### config.mk
export PLATFORM = sky130hd
export DESIGN_NAME = inst_mem_if
export DESIGN_NICKNAME = d
export VERILOG_FILES = /design/src/rtl/inst_mem_if.sv
export SDC_FILE = /design/constraint.sdc
export NUM_CORES = 1
export LEC_CHECK = 0
export CAP_MARGIN = 15
export CORE_MARGIN = 10
export CORE_UTILIZATION = 35
export CTS_CLUSTER_DIAMETER = 100
export DETAILED_ROUTE_END_ITERATION = 10
export DONT_BUFFER_PORTS = 1
export SLEW_MARGIN = 20
export SYNTH_ARGS = -nofsm -noshare
export SYNTH_HDL_FRONTEND = slang
export SYNTH_SLANG_ARGS = --single-unit
### constraint.sdc
create_clock -name clk -period 1.9 [get_ports clk]
set_input_delay 0.095 -clock clk [delete_from_list [all_inputs] [get_ports clk]]
set_output_delay 0.095 -clock clk [all_outputs]
set_load 0.01 [all_outputs]
### src/rtl/inst_mem_if.sv
// Instruction-memory interface: one-word fetch over a variable-latency bus with a
// single-entry last-word buffer, bus timeout and fault reporting.
module inst_mem_if #(
  parameter int unsigned     XLEN     = 32,
  parameter int unsigned     AWIDTH   = 14,
  parameter int unsigned     TIMEOUT  = 255,
  parameter logic [XLEN-1:0] NOP_INST = 32'h0000_0013
) (
  input  logic              clk,
  input  logic              rst_n,
  input  logic              phase_fetch,
  input  logic [AWIDTH-1:0] inst_addr,
  input  logic              invalidate,
  output logic [XLEN-1:0]   inst_data,
  output logic              stall_fetch,
  output logic              fetch_fault,
  output logic              bus_req,
  output logic [AWIDTH-1:0] bus_addr,
  input  logic              bus_ack,
  input  logic              bus_err,
  input  logic [XLEN-1:0]   bus_rdata
);

  localparam int unsigned CntW = 8;
  localparam logic [CntW-1:0] CntLast = CntW'(TIMEOUT - 1);

  typedef enum logic [1:0] {StIdle, StReq, StDone} state_e;

  state_e            state_q, state_d;
  logic              bus_req_q, bus_req_d;
  logic [AWIDTH-1:0] bus_addr_q, bus_addr_d;
  logic [XLEN-1:0]   inst_data_q, inst_data_d;
  logic              fault_q, fault_d;
  logic              buf_valid_q, buf_valid_d;
  logic [AWIDTH-1:0] buf_tag_q, buf_tag_d;
  logic [CntW-1:0]   cnt_q, cnt_d;
  logic              hit;

  assign hit = buf_valid_q & (buf_tag_q == inst_addr);

  assign stall_fetch = ((state_q == StIdle) & phase_fetch & ~hit) | (state_q == StReq);
  assign inst_data   = inst_data_q;
  assign fetch_fault = fault_q;
  assign bus_req     = bus_req_q;
  assign bus_addr    = bus_addr_q;

  always_comb begin
    state_d     = state_q;
    bus_req_d   = bus_req_q;
    bus_addr_d  = bus_addr_q;
    inst_data_d = inst_data_q;
    fault_d     = fault_q;
    buf_valid_d = buf_valid_q;
    buf_tag_d   = buf_tag_q;
    cnt_d       = cnt_q;

    if (invalidate) begin
      buf_valid_d = 1'b0;
    end

    case (state_q)
      StIdle: begin
        if (phase_fetch && !hit) begin
          state_d    = StReq;
          bus_req_d  = 1'b1;
          bus_addr_d = inst_addr;
          cnt_d      = '0;
          fault_d    = 1'b0;
        end
      end
      StReq: begin
        // An ack in the cycle the timeout would fire takes priority.
        if (bus_ack) begin
          bus_req_d = 1'b0;
          state_d   = StDone;
          if (bus_err) begin
            inst_data_d = NOP_INST;
            buf_valid_d = 1'b0;
            fault_d     = 1'b1;
          end else begin
            inst_data_d = bus_rdata;
            buf_tag_d   = bus_addr_q;
            buf_valid_d = ~invalidate;
          end
        end else if (cnt_q == CntLast) begin
          inst_data_d = NOP_INST;
          buf_valid_d = 1'b0;
          fault_d     = 1'b1;
          bus_req_d   = 1'b0;
          state_d     = StDone;
        end else if (cnt_q != '1) begin
          cnt_d = cnt_q + 1'b1;
        end
      end
      StDone: begin
        state_d = StIdle;
      end
      default: begin
        state_d = StIdle;
      end
    endcase
  end

  always_ff @(posedge clk or negedge rst_n) begin
    if (!rst_n) begin
      state_q     <= StIdle;
      bus_req_q   <= 1'b0;
      bus_addr_q  <= '0;
      inst_data_q <= NOP_INST;
      fault_q     <= 1'b0;
      buf_valid_q <= 1'b0;
      buf_tag_q   <= '0;
      cnt_q       <= '0;
    end else begin
      state_q     <= state_d;
      bus_req_q   <= bus_req_d;
      bus_addr_q  <= bus_addr_d;
      inst_data_q <= inst_data_d;
      fault_q     <= fault_d;
      buf_valid_q <= buf_valid_d;
      buf_tag_q   <= buf_tag_d;
      cnt_q       <= cnt_d;
    end
  end

endmodule

==> key figures <==
Finish
  – Fill count: approximately 770
  – Layout cells sized above 1: about a fifth
  – Fin cells: 434
  – Final instance area: about 4100 um2
  – Antenna Cells: 0
  – Area Growth Syn to Fin: 34.3%
  – Multi-input logic area: between 1000 and 1500 um2
  – Final net count: ~380
  – Reg area: between 1500 and 2000 um2

Routing
  – Post-DR vias/cell: slightly above 5
  – DRC Markers: 0
  – Final wirelength: 8100 um
  – Post-route ant nets: 0
  – Initial DRC count: 106
  – Wire per inst: around 19 um
  – Pre-Repair DR Iteration Count: 4
  – Total number of vias: 2215

Timing
  – Worst-margin pin slew: 0.354 ns
  – Minimum clock period: 1.82 ns
  – Fmax: 0.550 GHz
  – Relative slew slack: approximately 76%
  – Final setup viols: 0
  – Setup Skew: 0.00786 ns
  – RSZ-0062 raised after global routing: yes
  – Worst setup margin: 0.0835 ns
  – Endpoints failing hold: 0
  – Crit share post-route: 95.6%
  – Hold_ws: 0.0219 ns
  – Final max-slew violation count: 0

Critical path
  – Crit end category: primary output
  – Setup slack, reg-to-reg: about 0.1 ns
  – CP max FO: 3
  – RR Startpoint: buf_tag_q[4]
  – Setup crit start kind: flip-flop
  – Critical path required time: 1.80 ns
  – Critical path type: reg -> out
  – Worst Setup SP: buf_tag_q[4]
  – WP data arrival: around 1.7 ns

Floorplan
  – Top-Level Pins: between 100 and 150
  – Chip Width: 114 um
  – Die area: between 10000 and 15000 um2
  – Rows: 34
  – Die Ht: 114 um
  – Starting Density: between 30% and 40%
  – Core area: approximately 8600 um2

Clock tree
  – Clock latency on the worst-skew pair: between 0.3 and 0.4 ns
  – Worst-path clk slew: 0.08 ns
  – CTS tree: built
  – Clk buf depth: 2
  – Cts bufs inserted: 9
  – Root Driver: clkbuf_8
  – CTS H-tree depth: 3
  – CTS Sinks: 73

Global routing
  – Initial antenna violation count: 0
  – Vias in the first global route: approximately 2400
  – Total grt overflow: 0
  – Global-route wire length before repair: 13100 um
  – Largest net degree at the start of global routing: between 70 and 80
  – GR Util All Layers: between 10% and 20%

Pwr
  – PwrDens: roughly 1400 nW/um2
  – Clock power share: between 20% and 30%
  – Peak supply drop: roughly 0.0006 V
  – Combinational share of power: between 20 and 25%
  – P_sw: roughly 0.002 W
  – Leak pwr: ~1.9 nW
  – Flop pwr share: about half
  – Switching share of power: roughly a third
  – P_int: approximately 0.0039 W

Placed design
  – Placed Instances: between 300 and 400
  – HPWL Detailed: 5310 um
  – Placer Congestion: just under 0.8
  – # port buffers: 0
  – Placed Instance Area: approximately 3300 um2
  – Setup WS pre-CTS: -0.217 ns

Run
  – Max Cap Viol: 0

Logic synthesis
  – Netlist Area Pre-Place: a little over 3000 um2
  – Top post-synthesis cells by count: 70 x dfrtp_1, 53 x nand2_1, 29 x a22o_1, 14 x xnor2_1, 12 x mux2_4
  – Biggest area consumer among synthesized cells: dfrtp_1
  – Top post-synthesis cells by area: dfrtp_1 57%, a22o_1 8.2%, nand2_1 6.5%
  – Syn nets: ~310
  – Synth unique cells: 36
  – Syn avg cell area: 12.0 um2
  – Register area share after synthesis: around 59%
  – Flops & latches, synth: between 70 and 80
  – EDFF count, synth: 0
  – Async S/R FF share, synth: 100%
  – Primary FF master, synth: dfrtp_1
  – Most frequent cell after synthesis: dfrtp_1
  – Syn Inst Count: between 200 and 300
  – Synth top area share: a little under three fifths
  – Warnings, synthesis: 0

Min path
  – Hold path start: bus_ack
  – Worst hold path class: in -> reg

Status
  – Status: completed
==> cells by family after synthesis <==
group	after synthesis	synth area share, %
simple gates	80	12.1
flops	73	59.4
compound gates	56	14.0
buf+inv	17	2.80
mux	15	6.90
xor+xnor	14	3.98
fa+ha+maj	2	0.812
==> per-stage QoR <==
stage                     setup TNS [ns]  total power [W]  util, %
after CTS                              0          0.00591     47.1
after global placement             -2.70          0.00427     37.9
final                                  0          0.00591     47.9
after detailed placement           -3.73          0.00431     37.9
after global routing             -0.0560          0.00631     47.9
after floorplan                        0          0.00387        -
==> worst paths after layout <==
check,cells after the start,end
max in group asynchronous,2,inst_data[0]
worst min register to register,2,buf_tag_q[8]
worst max-delay path,6,stall_fetch
min in group asynchronous,2,bus_addr[6]
worst min-delay path,3,cnt_q[6]
worst max register to register,7,bus_addr[4]
==> layer usage <==
| metal | wire (um) | GRT usage [%] | share of wire (%) |
|---|---|---|---|
| met3 | 697 | 5.30 | 8.6 |
| met2 | 3980 | 20.3 | 49 |
| met4 | 104 | 3.76 | 1.3 |
| met1 | 3320 | 14.8 | 41 |
| met5 | 0 | 0 | 0 |
==> flip-flops by register name (all words and copies together) (netlist names) <==
name         cells
fetch_fault      1
bus_addr        14
cnt_q            8
buf_tag_q       14
bus_req          1
buf_valid_q      1
inst_data       32
state_q          2
==> layout by cell type (no fill, tap or decap), drive strengths merged, types with 7 or more instances in the layout <==
| master | synthesis | layout |
|---|---|---|
| clkbuf | 4 | 9 |
| dfrtp | 70 | 70 |
| dlygate4sd3 | 0 | 50 |
| nand2 | 53 | 53 |
| a22o | 29 | 29 |
| a21oi | 9 | 9 |
| buf | 9 | 18 |
| xnor2 | 14 | 14 |
| mux2 | 14 | 14 |
| o22ai | 7 | 7 |
==> critical path, cell delays in order (launching register included) <==
cell and delay [ns]:
dfrtp_1 0.41, xnor2_2 0.15, nand4_1 0.17, nor4_4 0.29, buf_4 0.17, nand2b_4 0.13, a21oi_4 0.06
==> power by group through the flow <==
stage                     Clock (W)  Combinational (W)  Sequential, W
after floorplan                   0            0.00102        0.00284
after global placement            0            0.00125        0.00302
after detailed placement          0            0.00129        0.00302
after CTS                   0.00148            0.00142        0.00301
after global routing        0.00154            0.00165        0.00311
final                       0.00144            0.00147        0.00300
==> area by class of cell <==
type	count	area share [%]
flip-flops and latches	73	44.2
multi-input cells	167	30.0
repair buffers	68	16.5
well taps	108	3.26
clock buffers	9	2.99
clock inverters	5	2.57
inverters	4	0.363
==> repair_timing <==
action | 4_1_cts | 5_1_grt
endpoints found under the hold margin | 122 | 0
hold buffers | 51 | 0
gates cloned | 0 | 0
gates resized for setup | 4 | 8
pin swaps | 4 | 5
buffers inserted | 1 | 1
endpoints found under the setup margin | 24 | 23
Power figures use the tool's default switching activity.
